==> src/rtl/nibble_pkg.sv <==
// Shared types and widths for the nibble assembler and the downstream swap stage.
package nibble_pkg;

   localparam int NIBBLE_W = 4;
   localparam int BYTE_W   = 8;

   typedef enum logic {
      ASM_IDLE,
      ASM_HALF
   } asm_state_t;

endpackage

==> src/rtl/nibble_fifo.sv <==
// First-word fall-through FIFO: the head entry is read straight from registered storage.
module nibble_fifo #(
   parameter int WIDTH = 8,
   parameter int DEPTH = 4
) (
   input  logic                       clk,
   input  logic                       rst,
   input  logic                       push,
   input  logic [WIDTH-1:0]           push_data,
   input  logic                       pop,
   output logic [WIDTH-1:0]           pop_data,
   output logic                       full,
   output logic                       empty,
   output logic [$clog2(DEPTH):0]     fill
);

   localparam int PTR_W  = $clog2(DEPTH);
   localparam int FILL_W = PTR_W + 1;

   logic [WIDTH-1:0]  mem [DEPTH];
   logic [PTR_W-1:0]  wr_ptr;
   logic [PTR_W-1:0]  rd_ptr;
   logic [FILL_W-1:0] fill_q;
   logic              do_push;
   logic              do_pop;

   assign full     = (fill_q == FILL_W'(DEPTH));
   assign empty    = (fill_q == '0);
   assign do_push  = push && !full;
   assign do_pop   = pop && !empty;
   assign pop_data = mem[rd_ptr];
   assign fill     = fill_q;

   // NOTE: storage is reset too, so the head entry reads 8'h00 straight out of reset.
   always_ff @(posedge clk or posedge rst) begin
      if (rst) begin
         for (int i = 0; i < DEPTH; i++) begin
            mem[i] <= '0;
         end
         wr_ptr <= '0;
         rd_ptr <= '0;
         fill_q <= '0;
      end else begin
         // NOTE: non-blocking assignments keep every register sampling pre-edge values.
         if (do_push) begin
            mem[wr_ptr] <= push_data;
            wr_ptr      <= wr_ptr + 1'b1;
         end
         if (do_pop) begin
            rd_ptr <= rd_ptr + 1'b1;
         end
         case ({do_push, do_pop})
            2'b10:   fill_q <= fill_q + 1'b1;
            2'b01:   fill_q <= fill_q - 1'b1;
            default: fill_q <= fill_q;
         endcase
      end
   end

endmodule

==> src/rtl/nibble_pair_assembler.sv <==
// Pairs incoming nibbles into bytes {high, low}, buffers them in a FIFO and
// drops a half-received byte after an idle timeout.
module nibble_pair_assembler
   import nibble_pkg::*;
#(
   parameter int DEPTH   = 4,
   parameter int TIMEOUT = 255
) (
   input  logic                     clk,
   input  logic                     rst,
   input  logic [NIBBLE_W-1:0]      nib_in,
   input  logic                     nib_valid,
   output logic                     nib_ready,
   output logic [BYTE_W-1:0]        byte_out,
   output logic                     byte_valid,
   input  logic                     byte_ready,
   output logic                     err_timeout,
   output logic [$clog2(DEPTH):0]   fill
);

   localparam logic [7:0] TO_LAST = 8'(TIMEOUT - 1);

   asm_state_t          state, state_nxt;
   logic [NIBBLE_W-1:0] high_q, high_nxt;
   logic [7:0]          cnt_q, cnt_nxt;
   logic                err_nxt;
   logic                nib_accept;
   logic                push;
   logic                full;
   logic                empty;

   // Ready depends only on registered state, never on byte_ready.
   assign nib_ready  = (state == ASM_IDLE) || !full;
   assign nib_accept = nib_valid && nib_ready;
   assign byte_valid = !empty;

   // NOTE: every output of this block gets a default first, so no latch is inferred.
   always_comb begin
      state_nxt = state;
      high_nxt  = high_q;
      cnt_nxt   = cnt_q;
      err_nxt   = 1'b0;
      push      = 1'b0;
      case (state)
         ASM_IDLE: begin
            if (nib_accept) begin
               high_nxt  = nib_in;
               cnt_nxt   = '0;
               state_nxt = ASM_HALF;
            end
         end
         ASM_HALF: begin
            if (nib_accept) begin
               push      = 1'b1;
               state_nxt = ASM_IDLE;
            end else if (cnt_q == TO_LAST) begin
               high_nxt  = '0;
               err_nxt   = 1'b1;
               state_nxt = ASM_IDLE;
            end else begin
               cnt_nxt = cnt_q + 8'd1;
            end
         end
         default: state_nxt = ASM_IDLE;
      endcase
   end

   always_ff @(posedge clk or posedge rst) begin
      if (rst) begin
         state       <= ASM_IDLE;
         high_q      <= '0;
         cnt_q       <= '0;
         err_timeout <= 1'b0;
      end else begin
         state       <= state_nxt;
         high_q      <= high_nxt;
         cnt_q       <= cnt_nxt;
         err_timeout <= err_nxt;
      end
   end

   nibble_fifo #(
      .WIDTH (BYTE_W),
      .DEPTH (DEPTH)
   ) u_fifo (
      .clk       (clk),
      .rst       (rst),
      .push      (push),
      .push_data ({high_q, nib_in}),
      .pop       (byte_ready),
      .pop_data  (byte_out),
      .full      (full),
      .empty     (empty),
      .fill      (fill)
   );

endmodule

==> config.mk <==
export PLATFORM = sky130hd
export DESIGN_NAME = nibble_pair_assembler
export DESIGN_NICKNAME = d
export VERILOG_FILES = /design/src/rtl/nibble_pkg.sv /design/src/rtl/nibble_fifo.sv /design/src/rtl/nibble_pair_assembler.sv
export SDC_FILE = /design/constraint.sdc
export NUM_CORES = 1
export LEC_CHECK = 0
export ABC_AREA = 1
export CAP_MARGIN = 20
export CORE_ASPECT_RATIO = 1.4
export CORE_MARGIN = 3
export CORE_UTILIZATION = 58
export DETAILED_ROUTE_END_ITERATION = 10
export HOLD_SLACK_MARGIN = 0.03
export MAX_ROUTING_LAYER = met4
export PLACE_DENSITY = 0.87
export SLEW_MARGIN = 25
export SYNTH_ARGS = -nofsm -noshare
export SYNTH_HDL_FRONTEND = slang
export SYNTH_HIERARCHICAL = 1
export SYNTH_SLANG_ARGS = --single-unit
==> constraint.sdc <==
create_clock -name clk -period 2.9 [get_ports clk]
set_input_delay 0.58 -clock clk [delete_from_list [all_inputs] [get_ports clk]]
set_output_delay 0.58 -clock clk [all_outputs]
set_load 0.02 [all_outputs]
==> impl_metrics.json <==
{
  "r2r_cells": 15,
  "hold_depth": 2,
  "ctsResizeCount": 0,
  "slowest_delay_ns": 0.66,
  "rsz0062_at_grt": "no",
  "setup_ws_ns": 0.245,
  "drt-total-wl_um": 6030,
  "grt_max_degree": 40,
  "start_util": 0.607,
  "io_buffers": 21,
  "cts_setup_buffers": 0,
  "gr-total-overflow": 0,
  "h-tree-depth": 2,
  "first_iter_violations": 176,
  "maxSlewViolCount": 0,
  "leakage_nw": 1.54,
  "maxCapViolCount": 0,
  "finalNetCount": 370,
  "drc_errors": 0,
  "area_growth_syn_to_layout_pct": 11.1,
  "status": "finished clean",
  "vias": 2347,
  "die_h_um": 87.8,
  "first_global_vias": 2270,
  "die_area_um2": 5660,
  "yosysSeqAreaShare": 0.478,
  "cts_buffers": 5,
  "hold_class": "reg2reg",
  "cp_max_fo": 17,
  "cts_buffer_depth": 2,
  "clk_latency_ns": 0.30,
  "worstPathRequired_ns": 2.32,
  "avgSynthCellArea_um2": 8.16,
  "syn-num-nets": 356,
  "p_per_area_nw_per_um2": 1100,
  "ant_nets": 0,
  "cts_hold_buf": 0,
  "cp_common_cell": "o21ai_0",
  "grt_pass1_wl_um": 10500,
  "slew-limit-headroom": 0.637,
  "min_period_ns": 2.66,
  "setup-tns-final_ns": 0,
  "netlist_area_um2": 2770,
  "wl_per_cell_um": 14.5,
  "drive_gt1_frac": 0.0592,
  "synthCells": 340,
  "hold_viol": 0,
  "clock_sinks": 53,
  "dpl.hpwl_um": 4190,
  "cp.arrival_ns": 2.08,
  "worst_slew_pin_slew_ns": 0.544,
  "antenna_found_initial": 0,
  "design.core.area_um2": 4570,
  "finClkSkew_ns": 0.00455,
  "dp_cells": 409,
  "crit_type": "reg2out",
  "ys_warn_count": 6,
  "grtUsageTotal": 0.248,
  "ys_types": 24,
  "post-place-ws_ns": 0.452,
  "path_cells": "inv_2, o21ai_0, o21ai_0, clkdlybuf4s50_1",
  "fill_cells": 399,
  "layoutNonFillerInstCount": 417,
  "rows": 29,
  "routabilityCongestion": 0.859,
  "ys_ff_latch": 53,
  "drtPass1Iterations": 4,
  "via_per_inst": 5.63,
  "crit_path_end_kind": "output pin",
  "fmax_ghz": 0.377,
  "cts_tree": "done",
  "cp-start-kind": "flip-flop",
  "cp_slowest_cell": "clkdlybuf4s50_1",
  "setup_viol": 0,
  "post-route-period-util": 0.916,
  "hold-worst-slack_ns": 0.474,
  "path_clk_slew_ns": 0.09,
  "num_antenna_cells": 0,
  "clockRootBuffer": "clkbuf_8",
  "ir_worst_vdd_v": 0.000664,
  "die_w_um": 64.4,
  "io-pin-count": 22
}
==> final cells by class <==
class	count	area, um^2	area share
tap	62	77.6	0.0252
clock inverter	2	37.5	0.0122
inverter	22	82.6	0.0268
timing repair buffer	25	240	0.0780
multi-input combinational	247	1230	0.400
sequential	53	1330	0.431
clock buffer	6	82.6	0.0268
==> worst paths after layout <==
path / start / to / slack [ns]
max in group asynchronous: rst / u_fifo/mem[11] / 1.84
setup / recovery: u_fifo/rd_ptr[1] / byte_out[5] / 0.24
setup reg to reg: u_fifo/fill[1] / u_fifo/fill[2] / 0.69
min in group asynchronous: rst / cnt_q[1] / 0.64
hold / removal: u_fifo/mem[7] / u_fifo/mem[7] / 0.47
hold reg to reg: u_fifo/mem[7] / u_fifo/mem[7] / 0.47
==> synthesized netlist by cell type <==
cell / n / share of area
xor2_1: 2 / 0.0063
fa_1: 1 / 0.0072
o21ai_1: 5 / 0.0090
nand2_2: 1 / 0.0023
buf_2: 9 / 0.016
nor2_2: 1 / 0.0023
a21oi_2: 1 / 0.0032
ha_1: 7 / 0.032
nor2_4: 1 / 0.0041
o21ai_0: 27 / 0.049
nand2_4: 2 / 0.0081
nand3_1: 28 / 0.051
buf_6: 5 / 0.020
dfrtp_1: 53 / 0.48
nand4_1: 33 / 0.074
nor2_1: 29 / 0.039
buf_4: 4 / 0.011
inv_1: 20 / 0.027
and2_1: 1 / 0.0023
nand3_4: 1 / 0.0063
inv_2: 2 / 0.0027
a21oi_1: 2 / 0.0036
xnor2_1: 2 / 0.0063
nand2_1: 103 / 0.14
==> worst max-delay path: cells and delay by family, from the launching register on <==
kind | cells | cell delay (ns)
buffers and inverters | 2 | 0.91
AO/OA/AOI/OAI | 2 | 0.43
flip-flops | 1 | 0.42
==> placed cells by master, fill, tap and decap left out <==
cell / n
nor2_2: 1
fa_1: 1
o21ai_1: 5
xor2_1: 2
xnor2_1: 2
dfrtp_1: 53
buf_4: 4
clkbuf_8: 6
nand2_2: 1
nand4_1: 33
nor2_1: 29
and2_1: 1
nand2_1: 103
nor2_4: 1
inv_1: 20
nand3_1: 28
nand2_4: 2
clkinvlp_4: 1
ha_1: 7
o21ai_0: 27
clkdlybuf4s50_1: 21
inv_2: 2
a21oi_1: 2
bufinv_16: 1
nand3_4: 1
a21oi_2: 1
==> kinds of logic after synthesis <==
logic type                 count (synthesis)  share of synthesized area
DFF                                       53                      0.478
buffers and inverters                     40                     0.0771
xor gates and xnor gates                   4                     0.0126
adders and majority gates                  8                     0.0388
AOI/OAI and AO/OA                         35                     0.0645
and+or+nand+nor                          200                      0.329
==> stage by stage <==
step	instance area (um^2)	total power, mW	utilization
2_1_floorplan	2770	2.39	-
3_3_place_gp	2960	2.80	0.648
3_5_place_dp	2960	2.88	0.648
4_1_cts	3080	3.40	0.674
5_1_grt	3080	3.68	0.674
6_report	3080	3.39	0.674
==> sequential cells by signal (all words and copies together), names as in the netlist <==
name / count
u_fifo/mem: 32
u_fifo/rd_ptr: 2
u_fifo/fill: 3
cnt_q: 8
err_timeout: 1
state: 1
high_q: 4
u_fifo/wr_ptr: 2
==> where the power goes <==
part	switching [mW]	total [mW]	internal (mW)	leakage [nW]
Combinational	1.00	1.60	0.601	0.798
Clock	0.235	0.516	0.281	0.0574
Sequential	0.233	1.27	1.04	0.680
Total	1.47	3.39	1.92	1.54
==> per-layer routing <==
metal	share of wire	up-vias	global-route usage
met2	0.52	67	0.426
li1	-	1150	-
met3	0.052	10	0.0436
met4	0.021	0	0.0904
met5	0	-	-
met1	0.41	1120	0.293
Power figures use the tool's default switching activity.
==> variant, RTL diff (same settings) <==
`DEPTH` is set to 4 in 2 places; all go to 2.
--- a/src/rtl/nibble_fifo.sv
+++ b/src/rtl/nibble_fifo.sv
@@ -1,7 +1,7 @@
 // First-word fall-through FIFO: the head entry is read straight from registered storage.
 module nibble_fifo #(
    parameter int WIDTH = 8,
-   parameter int DEPTH = 4
+   parameter int DEPTH = 2
 ) (
    input  logic                       clk,
    input  logic                       rst,
--- a/src/rtl/nibble_pair_assembler.sv
+++ b/src/rtl/nibble_pair_assembler.sv
@@ -3,7 +3,7 @@
 module nibble_pair_assembler
    import nibble_pkg::*;
 #(
-   parameter int DEPTH   = 4,
+   parameter int DEPTH   = 2,
    parameter int TIMEOUT = 255
 ) (
    input  logic                     clk,
Interface: changed (resized fill); port bits go from 22 to 21. The function was not compared with the original's and may differ.
==> variant against the original RTL <==
Final area fell by 34%. Count of clock-buffer cells in the layout fell by 1. Register-to-register slack improved by 0.14 ns. Clock skew barely moved. Sequential cell count fell by 19. Power fell by 35%. Synthesized area fell by 37%. Global-route usage fell by 1.2 points. Worst setup slack improved by 0.18 ns. Final cell count fell by 35%. Wire length fell by 40%.
==> variant: results <==
{
  "status": "finished, final reports clean",
  "grt_pass1_wl_um": 6170,
  "grt_usage_pct": 23.7,
  "period_needed_ns": 2.48,
  "post_dp_cell_area_mm2": 0.00194,
  "fillerInstances": 238,
  "synth-seq-area-share_pct": 48.4,
  "reg_top3": "u_fifo/mem (16), cnt_q (8), high_q (4)",
  "numPlacedInstances": 265,
  "synth_cell_types": 25,
  "synth_nets": 226,
  "whs_ns": 0.473,
  "r2r_slack_ns": 0.83,
  "r2r-start": "u_fifo/fill[0]",
  "r2r_end": "u_fifo/mem[5]",
  "hpwl_um": 2550,
  "relSlewSlack_pct": 51.1,
  "holdCritStartpoint": "u_fifo/mem[14]",
  "synth_common_cells": "nand2_1 (87), dfrtp_1 (34), nand3_1 (23)",
  "critPathArrivalTime_ns": 1.90,
  "syn_inst": 215,
  "ir_drop_mv": 0.778,
  "place_ws_ns": 0.720,
  "p_leak_uw": 0.00106,
  "clk_pin_slew_ns": 0.07,
  "hold_path_end": "u_fifo/mem[14]",
  "grt_pass1_vias": 1361,
  "port_buffers": 20,
  "drive_gt1_share_pct": 7.20,
  "skew_ns": 0.00416,
  "crit_path_end": "nib_ready",
  "routedWlPerCell_um": 13.2,
  "routabilityCongestion": 0.768,
  "path_max_fanout": 20,
  "grt_max_degree": 21
}
[variant: worst max-delay path: stages, from the launching register on]
cell	delay (ns)
dfrtp_1	0.41
inv_2	0.07
nand2_2	0.29
inv_1	0.09
nand2_1	0.13
clkdlybuf4s50_1	0.62
[variant: cell families after synthesis]
group                      Yosys count  share of synthesized area (%)
DFF                                 34                           48.4
AOI/OAI and AO/OA                   10                           3.06
and+or+nand+nor                    138                           36.2
adders and majority gates            3                           2.13
xor gates and xnor gates             4                           1.99
buffers and inverters               26                           8.25
[variant: metal layers]
metal  vias to the layer above  wire length [um]  share of wire, %  track usage [%]
li1                        736                 -                 -                -
met1                       665              1450                40             26.2
met2                        29              1910                53             38.1
met3                         9               159               4.4             6.74
met4                         0                89               2.5             11.6
met5                         -                 0                 0                -
[variant: where the power goes]
part	leakage, uW	switching [uW]	internal (uW)
Clock	0.0000579	178	253
Sequential	0.000437	165	657
Combinational	0.000561	564	371
Total	0.00106	907	1280
[variant: area by class of cell]
| type | instances | area (um^2) | area share [%] |
|---|---|---|---|
| Clock inverter | 3 | 40.0 | 1.96 |
| Timing Repair Buffer | 21 | 208 | 10.2 |
| Tap cell | 37 | 46.3 | 2.26 |
| Multi-Input combinational cell | 155 | 763 | 37.3 |
| Sequential cell | 34 | 851 | 41.6 |
| Clock buffer | 5 | 68.8 | 3.37 |
| Inverter | 18 | 67.6 | 3.30 |
